File: config.mk
export PLATFORM = sky130hd
export DESIGN_NAME = control_ventilacion
export DESIGN_NICKNAME = d
export VERILOG_FILES = /design/src/rtl/ctrl_vent_pkg.sv /design/src/rtl/debounce_cnt.sv /design/src/rtl/control_ventilacion.sv
export SDC_FILE = /design/constraint.sdc
export NUM_CORES = 1
export LEC_CHECK = 0
export CAP_MARGIN = 20
export CORE_MARGIN = 4
export CORE_UTILIZATION = 30
export DETAILED_ROUTE_END_ITERATION = 10
export GPL_ROUTABILITY_DRIVEN = 0
export HOLD_SLACK_MARGIN = 0.1
export SYNTH_ARGS = -nofsm -noshare
export SYNTH_HDL_FRONTEND = slang
export SYNTH_SLANG_ARGS = --single-unit
export TNS_END_PERCENT = 5
File: constraint.sdc
create_clock -name clk -period 2.5 [get_ports clk]
set_input_delay 0.75 -clock clk [delete_from_list [all_inputs] [get_ports clk]]
set_output_delay 0.75 -clock clk [all_outputs]
set_load 0.05 [all_outputs]
File: src/rtl/ctrl_vent_pkg.sv
// Shared definitions for the ventilation controller: FSM codes, default tunables
// and the BCD digit check applied to every captured temperature sample.
package ctrl_vent_pkg;

  localparam logic [1:0] ESPERA  = 2'd0;
  localparam logic [1:0] CAPTURA = 2'd1;
  localparam logic [1:0] EVALUA  = 2'd2;
  localparam logic [1:0] ALARMA  = 2'd3;

  localparam int N_PRES_DEF   = 3;
  localparam int N_VENT_DEF   = 2;
  localparam int T_MIN_ON_DEF = 10;
  localparam int T_BUZZ_DEF   = 5;

  function automatic logic bcd_ok(input logic [7:0] v);
    return (v[7:4] <= 4'd9) && (v[3:0] <= 4'd9);
  endfunction

endpackage

File: src/rtl/debounce_cnt.sv
// Saturating counter of consecutive accepted samples; hit is combinational and
// flags the accepted sample that reaches N. Cleared by any opposite sample.
module debounce_cnt #(
  parameter int N = 3
) (
  input  logic clk,
  input  logic reset_n,
  input  logic en,
  input  logic sample,
  output logic hit
);

  localparam int W = ($clog2(N + 1) < 2) ? 2 : $clog2(N + 1);

  logic [W-1:0] cnt;

  always_ff @(posedge clk) begin
    if (!reset_n) begin
      cnt <= '0;
    end else if (en) begin
      if (!sample) begin
        cnt <= '0;
      end else if (cnt < W'(N)) begin
        cnt <= cnt + 1'b1;
      end
    end
  end

  assign hit = en && sample && (cnt >= W'(N - 1));

endmodule

File: src/rtl/control_ventilacion.sv
// Presence/fan/alarm controller: samples on tick_1hz, evaluates 2 cycles later;
// ticks arriving while a sample is in flight are dropped, never queued.
module control_ventilacion
  import ctrl_vent_pkg::*;
#(
  parameter int N_PRES   = N_PRES_DEF,
  parameter int N_VENT   = N_VENT_DEF,
  parameter int T_MIN_ON = T_MIN_ON_DEF,
  parameter int T_BUZZ   = T_BUZZ_DEF
) (
  input  logic       clk,
  input  logic       reset_n,
  input  logic       tick_1hz,
  input  logic [7:0] temp_amb,
  input  logic [7:0] temp_corp,
  output logic [7:0] temp_amb_q,
  output logic [7:0] temp_corp_q,
  input  logic       alarma_eval,
  input  logic       vent_eval,
  input  logic       pres_eval,
  input  logic       ack,
  output logic       presencia,
  output logic       ventilador,
  output logic       alarma,
  output logic       buzzer,
  output logic       err_bcd,
  output logic [1:0] estado
);

  localparam int MW = (T_MIN_ON < 2) ? 1 : $clog2(T_MIN_ON + 1);
  localparam int BW = (T_BUZZ < 2) ? 1 : $clog2(T_BUZZ + 1);

  logic [1:0]    state;
  logic [1:0]    phase;
  logic [MW-1:0] min_cnt;
  logic [BW-1:0] buzz_cnt;
  logic          last_alarm;
  logic          eval_now, valid, upd, eff_last, sample_now;
  logic          pres_on, pres_off, vent_hit;

  // ALARMA runs its own capture/evaluate cadence through phase 0 -> 1 -> 2
  assign sample_now = tick_1hz && ((state == ESPERA) || (state == ALARMA && phase == 2'd0));
  assign eval_now   = (state == EVALUA) || (state == ALARMA && phase == 2'd2);
  assign valid      = bcd_ok(temp_amb_q) && bcd_ok(temp_corp_q);
  assign upd        = eval_now && valid;
  assign eff_last   = upd ? alarma_eval : last_alarm;
  assign estado     = state;

  debounce_cnt #(.N(N_PRES)) u_pres_set (
    .clk(clk), .reset_n(reset_n), .en(upd), .sample(pres_eval), .hit(pres_on)
  );

  debounce_cnt #(.N(N_PRES)) u_pres_clr (
    .clk(clk), .reset_n(reset_n), .en(upd), .sample(!pres_eval), .hit(pres_off)
  );

  debounce_cnt #(.N(N_VENT)) u_vent (
    .clk(clk), .reset_n(reset_n), .en(upd), .sample(vent_eval), .hit(vent_hit)
  );

  always_ff @(posedge clk) begin
    if (!reset_n) begin
      state       <= ESPERA;
      phase       <= 2'd0;
      temp_amb_q  <= 8'h00;
      temp_corp_q <= 8'h00;
      presencia   <= 1'b0;
      ventilador  <= 1'b0;
      alarma      <= 1'b0;
      buzzer      <= 1'b0;
      err_bcd     <= 1'b0;
      min_cnt     <= '0;
      buzz_cnt    <= '0;
      last_alarm  <= 1'b0;
    end else begin
      err_bcd <= eval_now && !valid;

      if (sample_now) begin
        temp_amb_q  <= temp_amb;
        temp_corp_q <= temp_corp;
      end

      if (upd) begin
        last_alarm <= alarma_eval;
        if (pres_on) begin
          presencia <= 1'b1;
        end else if (pres_off) begin
          presencia <= 1'b0;
        end
      end

      // Min-on countdown; a fresh fan start below reloads it
      if (tick_1hz && ventilador && min_cnt != '0) begin
        min_cnt <= min_cnt - 1'b1;
      end
      if (upd) begin
        if (vent_hit && !ventilador) begin
          ventilador <= 1'b1;
          min_cnt    <= MW'(T_MIN_ON);
        end else if (ventilador && !vent_eval && min_cnt == '0) begin
          ventilador <= 1'b0;
        end
      end

      if (tick_1hz && buzzer && buzz_cnt != '0) begin
        buzz_cnt <= buzz_cnt - 1'b1;
        if (buzz_cnt == BW'(1)) begin
          buzzer <= 1'b0;
        end
      end

      case (state)
        ESPERA: begin
          if (tick_1hz) begin
            state <= CAPTURA;
          end
        end
        CAPTURA: state <= EVALUA;
        EVALUA: begin
          if (upd && alarma_eval) begin
            state      <= ALARMA;
            phase      <= 2'd0;
            alarma     <= 1'b1;
            buzzer     <= (T_BUZZ != 0);
            buzz_cnt   <= BW'(T_BUZZ);
            last_alarm <= 1'b1;
          end else begin
            state <= ESPERA;
          end
        end
        ALARMA: begin
          if (ack) begin
            buzzer <= 1'b0;
          end
          // An evaluation in this very cycle decides the exit, not the stale flag
          if (ack && !eff_last) begin
            state    <= ESPERA;
            phase    <= 2'd0;
            alarma   <= 1'b0;
            buzzer   <= 1'b0;
            buzz_cnt <= '0;
          end else begin
            case (phase)
              2'd0:    if (tick_1hz) phase <= 2'd1;
              2'd1:    phase <= 2'd2;
              default: phase <= 2'd0;
            endcase
          end
        end
        default: state <= ESPERA;
      endcase
    end
  end

endmodule

==> results of run 1 <==
-- synthesized netlist by cell type (2+ instances only) --
library cell,number,share of area
sky130_fd_sc_hd__nor3_1,3,0.0077
sky130_fd_sc_hd__nand4_1,3,0.0097
sky130_fd_sc_hd__xnor2_1,3,0.014
sky130_fd_sc_hd__nand2_1,10,0.019
sky130_fd_sc_hd__mux2i_1,16,0.083
sky130_fd_sc_hd__nor2_1,11,0.021
sky130_fd_sc_hd__o21ai_0,9,0.023
sky130_fd_sc_hd__o211ai_1,2,0.0077
sky130_fd_sc_hd__nor3b_1,3,0.012
sky130_fd_sc_hd__a21boi_1,7,0.027
sky130_fd_sc_hd__dfxtp_1,39,0.40
sky130_fd_sc_hd__and3_1,3,0.0097
sky130_fd_sc_hd__clkbuf_1,4,0.0077
sky130_fd_sc_hd__nor2b_1,18,0.058
sky130_fd_sc_hd__or4_1,2,0.0077
sky130_fd_sc_hd__a21oi_1,8,0.021
sky130_fd_sc_hd__inv_1,15,0.029
sky130_fd_sc_hd__and2_4,2,0.0090
sky130_fd_sc_hd__o21ai_1,7,0.018
sky130_fd_sc_hd__ha_1,9,0.058
-- logic make-up (layout without fill, tap and decap cells) --
group                      after synthesis  in the layout  share of synthesized area
and+or+nand+nor                         67             67                      0.215
AOI/OAI and AO/OA                       45             45                      0.168
adders and majority gates                9              9                     0.0580
buffers and inverters                   22             72                     0.0567
DFF                                     39             39                      0.402
xor gates and xnor gates                 4              4                     0.0181
muxes                                   16             16                     0.0825
-- metal layers --
metal	vias to the layer above	track usage	share of wire
met2	25	0.169	0.50
li1	796	-	-
met4	0	0.0288	0.013
met1	709	0.138	0.46
met5	-	0	0
met3	4	0.0251	0.031
-- worst register-to-register path, cell delays in order, from the launching register on --
cell and delay, ns:
sky130_fd_sc_hd__dfxtp_1 0.33, sky130_fd_sc_hd__o21ai_1 0.16, sky130_fd_sc_hd__and4_1 0.43, sky130_fd_sc_hd__nand2_4 0.13
sky130_fd_sc_hd__or4_4 0.46, sky130_fd_sc_hd__and3_1 0.18
-- final cells by class --
type                    count  area [sq um]  share of cell area
multi-input cells         141          1050               0.412
flip-flops and latches     39           781               0.306
repair buffers             49           480               0.189
well taps                  77          96.3              0.0378
clock buffers               6          72.6              0.0285
inverters                  15          56.3              0.0221
clock inverters             2          12.5             0.00491
-- state kept, by name (all words and copies together), names as in the netlist --
| name | count |
|---|---|
| ventilador | 1 |
| u_pres_set.cnt | 2 |
| temp_corp_q | 8 |
| alarma | 1 |
| temp_amb_q | 8 |
| last_alarm | 1 |
| phase | 2 |
| min_cnt | 4 |
| u_vent.cnt | 2 |
| err_bcd | 1 |
| estado | 2 |
| buzzer | 1 |
| presencia | 1 |
| buzz_cnt | 3 |
| u_pres_clr.cnt | 2 |
-- power groups by stage --
stage          Combinational [W]  Sequential (W)  Clock (W)
2_1_floorplan           0.000127        0.000771          0
4_1_cts                 0.000315        0.000676   0.000432
5_1_grt                 0.000334        0.000680   0.000453
3_5_place_dp            0.000314        0.000690          0
3_3_place_gp            0.000312        0.000689          0
6_report                0.000311        0.000675   0.000409
-- worst paths after layout --
kind / endpoint / slack, ns / depth (start not counted)
hold / removal: u_vent.cnt[0] / 0.48 / 2
setup / recovery: estado[0] / 0.13 / 1
setup reg to reg: min_cnt[2] / 0.71 / 5
hold reg to reg: u_vent.cnt[0] / 0.48 / 2
-- layout by cell type, fill, tap and decap left out, drive strengths merged, types with 4 or more instances in the layout --
cell type / instances
buf: 4
nor3b: 4
o21ai: 17
nor2b: 18
mux2i: 16
nor2: 11
a21boi: 8
clkdlybuf4s50: 45
a21oi: 9
inv: 15
ha: 9
dfxtp: 39
clkbuf: 6
nand2: 11
-- per-stage QoR --
stage               hold WS [ns]  cells  setup slack [ns]
finish                     0.478    329             0.129
global route               0.503    329            0.0713
CTS                        0.477    329             0.113
detailed placement         0.466    321             0.206
global placement           0.463    321             0.278
floorplan                  0.448    202             0.615
==> impl_summary.md, run 1 <==
Run status
The run finished with clean final reports.

Worst hold path
The start point of the worst min-delay path is u_vent.cnt[0]. The classification of the worst-slack hold path is reg2reg.

Clocking
Post-CTS timing repair inserted 0 buffers for setup. The clock sink total is 39. Counting the buffers created by CTS gives 5. In this run the clock root is driven by a sky130_fd_sc_hd__clkbuf_8. After clock tree synthesis, the repair step resized 0 gates. The maximum level of the CTS H-tree is 2. Hold repair after CTS inserted 0 buffers. The TritonCTS clock tree is done.

The register clock-pin slew on the reported worst setup and hold paths is 0.08 ns. Counting along the longest clock path gives a buffer depth of 2. At the later pin of the worst-skew pair, clock insertion delay measures 0.28 ns.

Final layout
The final layout contains 283 nets. The utilization after layout is 0.404. The area growth from synthesis to layout is 31.3%. Of the cells placed in the final design, the portion with a size suffix greater than 1 is 0.0992. The post-route cell area is 2550 sq um. 0 antenna diodes ended up in the layout. The count of filler cells inserted in the layout is 655.

Critical path
The worst endpoint data arrival time is 1.62 ns. For this run, the slowest stage of the critical path takes 0.86 ns. The maximum net fanout on the critical path is 7. The critical path data required time is 1.75 ns. The sum of buffers and inverters on the critical path is 1. By startpoint and endpoint, the worst setup path is classified as reg2out. The family of cells with the greatest summed delay on the critical path is buffers and inverters. The cell with the biggest individual delay on the critical path is sky130_fd_sc_hd__clkdlybuf4s50_1. The launching instance or port of the critical path is estado[0]. Traced cell by cell, the critical path runs through clkdlybuf4s50_1.

STA classifies the critical path endpoint as a primary output. The sort of element at the start of the critical path is a flop. The beginning of the worst register-to-register path is temp_amb_q[2].

Routing
The final layout contains routed wiring with a total length of 4000 um. In the final routed layout, each cell accounts on average for 12.1 um. After the first detailed-routing iteration, the DRC count stood at 56. The via-per-instance ratio is 4.66. The detail route stage leaves a number of antenna-violating nets equal to 0. In the routed design, unresolved DRC markers number 0. The number of detailed-route iterations in the first pass is 4. Summing over every cut layer, the via total after detailed routing is 1,534.

Power and ir drop
The power density over the cells is 547 nW/um^2. VDD sags by at most 278 uV. The share of total power dissipated in sequential elements is 0.484.

The internal power consumption is 0.000977 W. The fraction of power spent switching nets is 0.300. The share of total power in combinational logic is 0.223.

The power after layout is 0.00140 W. Of the total power, the clock network draws 0.293. In this run the power spent charging and discharging nets is 0.000418 W. The leakage power figure is 0.978 nW.

Die
The die covers 7820 sq um. The floorplan has 29 rows. In this run the standard cell core region covers 6310 sq um. Measured along the x axis, the die boundary spans 88.4 um.

The die boundary height is 88.4 um. The initial utilization of the core area, before any placement, comes to 0.307. 46 I/O pins were placed.

Yosys
The yosys synthesis warning count is 0. The area of the mapped netlist is 1940 sq um. The synthesized design contains 0 enable-type register cells.

The share of the Yosys chip area taken by registers is 0.402. The proportion of register bits with asynchronous set or reset after synthesis is 0. The number of library cell types mapped by synthesis is 48. The instance count of the mapped netlist is 202. The post-synthesis net count is 234.

The most common flop cell mapped by yosys is sky130_fd_sc_hd__dfxtp_1. The synthesized design contains 39 register bits. A synthesized cell averages 9.61 sq um.

Timing
The worst clock skew is 0.00583 ns. Setup repair after global routing left no endpoint under its margin. The achievable frequency is 0.422 GHz. The final clock period utilization by the worst path is 0.949. The smallest clock period supported by the final layout is computed as 2.37 ns. The number of endpoints with negative hold slack in the final report was 0. Headroom to the max-slew limit came out at 0.546. The transition at the pin with the smallest max-transition slack is 0.678 ns. The max-slew violation count came to 0. The setup TNS is 0 ns. Setup violations remaining at the end of the flow were counted as 0.

Global route
In the global route stage, overall resource usage came out at 0.104. The global-route wire length before repair is 6510 um. The number of global-route vias before repair came to 1,430. The initial antenna violation count came to 0. For this run the aggregate overflow at the end of global routing stands at 0. The largest net degree at the start of global routing is 20.

Placement
Summed over all nets, the half-perimeter wirelength after detailed placement is 3080 um. The cell area after placement is 2460 sq um. The number of port buffers is 45.

Flow run
Across the run, the number of max-cap violations was 0.
(Power assumes the default switching activity.)
==> run 2, diff against run 1 <==
CTS_BUF_LIST = sky130_fd_sc_hd__clkbuf_8 sky130_fd_sc_hd__clkbuf_16   (was default)
==> run 2 against run 1 <==
Register-to-register slack is essentially flat. Die area is the same. Fmax about the same. Routed wire length is the same.
==> impl_summary.md, run 2 (synthesis results as in run 1) <==
Clocking
The maximum root-to-sink buffer count is 2 (unchanged). The post-cts sizing count came to 0 (unchanged). The maximum level of the CTS H-tree came to 2 (unchanged). The hold buffer count at cts is 0 (unchanged).

The clock insertion delay at the later pin of the skew report was 0.28 ns (about the same). The TritonCTS clock tree was done (unchanged). The post-CTS setup buffer count came to 0 (unchanged).

The number of CTS-inserted buffers is 5 (unchanged). The clock sink total came to 39 (unchanged). The root buffer cell is sky130_fd_sc_hd__clkbuf_8 (unchanged). The register clock-pin slew on the reported worst setup and hold paths is 0.08 ns (about the same).

Routing
The post-detailed-route DRC marker count is 0 (unchanged). The total routed wirelength is 4000 um (unchanged). The number of detailed-route iterations in the first pass came to 4 (unchanged).

The routed via count is 1,534 (unchanged). The average detailed-routed wire length per instance is 12.1 um (unchanged). The via-per-instance ratio was 4.66 (unchanged). The antenna violation net count after detailed routing is 0 (unchanged). The violation count after the first detailed-route iteration came to 56 (unchanged).

Global route
The global-route wire length before repair came to 6510 um (unchanged). The initial antenna violation count is 0 (unchanged). The total global routing overflow is 0 (unchanged). The largest net degree at the start of global routing was 20 (unchanged). The total global routing track utilization is 0.104 (unchanged). The number of global-route vias before repair came to 1,430 (unchanged).

Timing
The worst slew margin relative to its limit came to 0.546 (unchanged). The achievable frequency is 0.422 GHz (about the same). The shortest clock period the worst path allows after layout is 2.37 ns (about the same). The worst hold slack is 0.478 ns (unchanged). The number of endpoints with negative hold slack in the final report is 0 (unchanged). RSZ-0062 raised after global routing: no (unchanged). The max-slew violation count is 0 (unchanged). The worst clock skew is 0.00612 ns (was 0.00583 ns). The setup TNS is 0 ns (unchanged). The transition at the pin with the smallest max-transition slack is 0.678 ns (unchanged).

The final clock period utilization by the worst path was 0.949 (about the same). The number of setup violations in the final report is 0 (unchanged).

Critical path
The number of cells on the critical path is 1 (unchanged). CP cell instances: clkdlybuf4s50_1 (unchanged). The count of cells along the worst register-to-register path is 5 (unchanged). The cell with the biggest individual delay on the critical path is sky130_fd_sc_hd__clkdlybuf4s50_1 (unchanged). The largest stage delay on the critical path is 0.86 ns (about the same). The maximum net fanout on the critical path is 7 (unchanged). The critical path data required time is 1.75 ns (about the same).

The critical setup path kind is reg2out (unchanged). The critical path endpoint category is a primary output (unchanged). The sum of buffers and inverters on the critical path was 1 (unchanged). The worst endpoint data arrival time is 1.62 ns (about the same). The sort of element at the start of the critical path was a flop (unchanged). The family of cells with the greatest summed delay on the critical path is buffers and inverters (unchanged).

Die
The placeable core region came to 6310 sq um (unchanged). The floorplan die area is 7820 sq um (unchanged). The boundary pin count is 46 (unchanged).

The number of cell rows is 29 (unchanged). The floorplan die width came to 88.4 um (unchanged). The die boundary height is 88.4 um (unchanged). The starting utilization of the core area is 0.307 (unchanged).

Final layout
The number of nets in the layout is 283 (unchanged). The fraction of layout instances using a drive strength above 1 is 0.0992 (unchanged). The area growth from synthesis to layout is 31.3% (unchanged).

The most common cell after layout, fill and taps aside is sky130_fd_sc_hd__clkdlybuf4s50_1 (unchanged). The antenna diode instance count is 0 (unchanged). Most used cells in the layout excluding fill and tap cells: sky130_fd_sc_hd__clkdlybuf4s50_1, sky130_fd_sc_hd__dfxtp_1, sky130_fd_sc_hd__nor2b_1, sky130_fd_sc_hd__inv_1, sky130_fd_sc_hd__mux2i_1 (was sky130_fd_sc_hd__clkdlybuf4s50_1, sky130_fd_sc_hd__dfxtp_1, sky130_fd_sc_hd__nor2b_1, sky130_fd_sc_hd__mux2i_1, sky130_fd_sc_hd__inv_1). The utilization after layout came to 0.404 (unchanged). Largest registers ranked by flip-flop count: temp_amb_q: 8 flops, temp_corp_q: 8 flops, min_cnt: 4 flops (unchanged).

Power and ir drop
The power after layout is 0.00139 W (was 0.00140 W). The largest vdd supply drop is 278 uV (about the same). The leakage power figure came to 0.983 nW (was 0.978 nW). The power density over the cells is 546 nW/um^2 (was 547 nW/um^2).

Flow run
The number of max-capacitance violations reported is 0 (unchanged).

Placement
The HPWL after detailed placement is 3080 um (unchanged). The number of port buffers came to 45 (unchanged).

Worst hold path
The count of cells along the worst hold path is 2 (unchanged). The classification of the worst-slack hold path is reg2reg (unchanged).

Run status
Result of the run: finished clean (unchanged).
==> run 2: layer usage <==
metal  track usage  part of all wire  wire length (um)  up-vias
li1              -                 -                 -      796
met1         0.138              0.46              1820      709
met2         0.169              0.50              2000       25
met3        0.0251             0.031               122        4
met4        0.0288             0.013                50        0
met5             0                 0                 0        -
==> run 2: power by group <==
| group | total [W] | switching (W) | internal (W) | leakage [nW] |
|---|---|---|---|---|
| Combinational | 0.000311 | 0.000180 | 0.000131 | 0.620 |
| Clock | 0.000405 | 0.000214 | 0.000191 | 0.0453 |
| Sequential | 0.000675 | 0.0000244 | 0.000651 | 0.318 |
| Total | 0.00139 | 0.000418 | 0.000973 | 0.983 |
==> run 2: stage by stage <==
step,cells,area [sq um],setup slack [ns]
after CTS,329,2550,0.112
after floorplan,202,1940,0.615
after global placement,321,2460,0.278
after detailed placement,321,2460,0.206
after global routing,329,2550,0.0707
final,329,2550,0.128
==> run 2: cell type report <==
| type | count | area, sq um |
|---|---|---|
| fill | 655 | 3760 |
| multi-input combinational | 141 | 1050 |
| sequential | 39 | 781 |
| timing repair buffer | 49 | 480 |
| tap | 77 | 96.3 |
| clock buffer | 5 | 68.8 |
| inverter | 15 | 56.3 |
| clock inverter | 3 | 16.3 |
==> run 2: worst paths after layout <==
kind	slack (ns)	end	start
setup / recovery	0.13	estado[0]	estado[0]
hold / removal	0.48	u_vent.cnt[0]	u_vent.cnt[0]
setup reg to reg	0.71	min_cnt[2]	temp_amb_q[2]
hold reg to reg	0.48	u_vent.cnt[0]	u_vent.cnt[0]
==> RTL edit (settings of run 2) <==
Set the package constant `N_VENT_DEF` to 4 (it was 2).
--- a/src/rtl/ctrl_vent_pkg.sv
+++ b/src/rtl/ctrl_vent_pkg.sv
@@ -9,5 +9,5 @@
 
   localparam int N_PRES_DEF   = 3;
-  localparam int N_VENT_DEF   = 2;
+  localparam int N_VENT_DEF   = 4;
   localparam int T_MIN_ON_DEF = 10;
   localparam int T_BUZZ_DEF   = 5;
Function: changed (Yosys sat finds a counterexample within 10 cycles, from zero or initial values and one cycle with reset_n low).
==> RTL edit against run 2 <==
  * Total power up 2.7%
  * Routed wire length up 11%
  * Area after synthesis up 1.7%
  * Sequential share of layout area up 0.30 points
  * Synthesized cell count up 4.0%
  * Non-clock buffer count up 2
  * Hold slack worse by 0.011 ns
  * Sequential cell count up 1
  * Cell area up 1.6%
  * Setup slack better by 0.097 ns
  * Largest power group unchanged
==> RTL edit: results (changes against run 2) <==
Wire per inst: 13.3 um (was 12.1 um)
Multiplexer area fraction after synthesis: 0.0913 (was 0.0825)
Clk network pwr share: 0.301 (was 0.291)
Min cycle time layout: 2.27 ns (was 2.37 ns)
Hold path startpoint: presencia (was u_vent.cnt[0])
Status: complete, no violations (unchanged)
R2r setup slk: 0.74 ns (was 0.71 ns)
Vias per Instance: 4.93 (was 4.66)
Post-synth top cells: dfxtp_1, nor2_1, mux2i_1 (was dfxtp_1, nor2b_1, mux2i_1)
Fraction of area in multi-input gates: 0.413 (was 0.412)
Largest net degree at the start of global routing: 17 (was 20)
Yosys cell types: 51 (was 48)
Leakage: 1.02 nW (was 0.983 nW)
# clk buffers: 6 (was 5)
Ratio of cells with drive above 1 in the final layout: 0.0814 (was 0.0992)
Worst Skew: 0.00750 ns (was 0.00612 ns)
Routed wl met2: 1790 um (was 2000 um)
Buffer share of cell area: 0.189 (about the same)
Met1 WL: 2150 um (was 1820 um)
GR Util met1: 0.163 (was 0.138)
Worst path max stage delay: 0.83 ns (was 0.86 ns)
Post-Place Setup Slack: 0.314 ns (was 0.206 ns)
Post-synthesis adder-cell area fraction: 0.0634 (was 0.0580)
Worst R2R End: buzz_cnt[1] (was min_cnt[2])
Met2 Usage GRT: 0.175 (was 0.169)
Hold path endpoint: presencia (was u_vent.cnt[0])
Max VDD drop: 343 uV (was 278 uV)
FF+latch count: 40 (was 39)
[RTL edit: changes by cell type after synthesis, moves of 4 or more]
cell,change
nor3_1,+6
buf_2,+5
nand2_1,+7
nor2b_1,-16
a211oi_1,+7
inv_1,-4
a21boi_1,-7
nor2_1,+9
o21ai_0,-8
[RTL edit: stage by stage]
step | instances | util | power, mW | cell area, um^2 | hold slack (ns)
3_3_place_gp | 327 | 0.391 | 1.01 | 2500 | 0.459
2_1_floorplan | 210 | - | 0.905 | 1970 | 0.448
6_report | 335 | 0.405 | 1.43 | 2590 | 0.467
5_1_grt | 335 | 0.405 | 1.50 | 2590 | 0.512
4_1_cts | 335 | 0.405 | 1.45 | 2590 | 0.474
3_5_place_dp | 327 | 0.391 | 1.01 | 2500 | 0.463
[RTL edit: logic make-up (layout without fill, tap and decap cells)]
group | Yosys count | after routing
compound gates | 44 | 44
xor+xnor | 3 | 3
mux | 18 | 18
simple gates | 73 | 73
fa+ha+maj | 10 | 10
buf+inv | 22 | 70
flops | 40 | 40
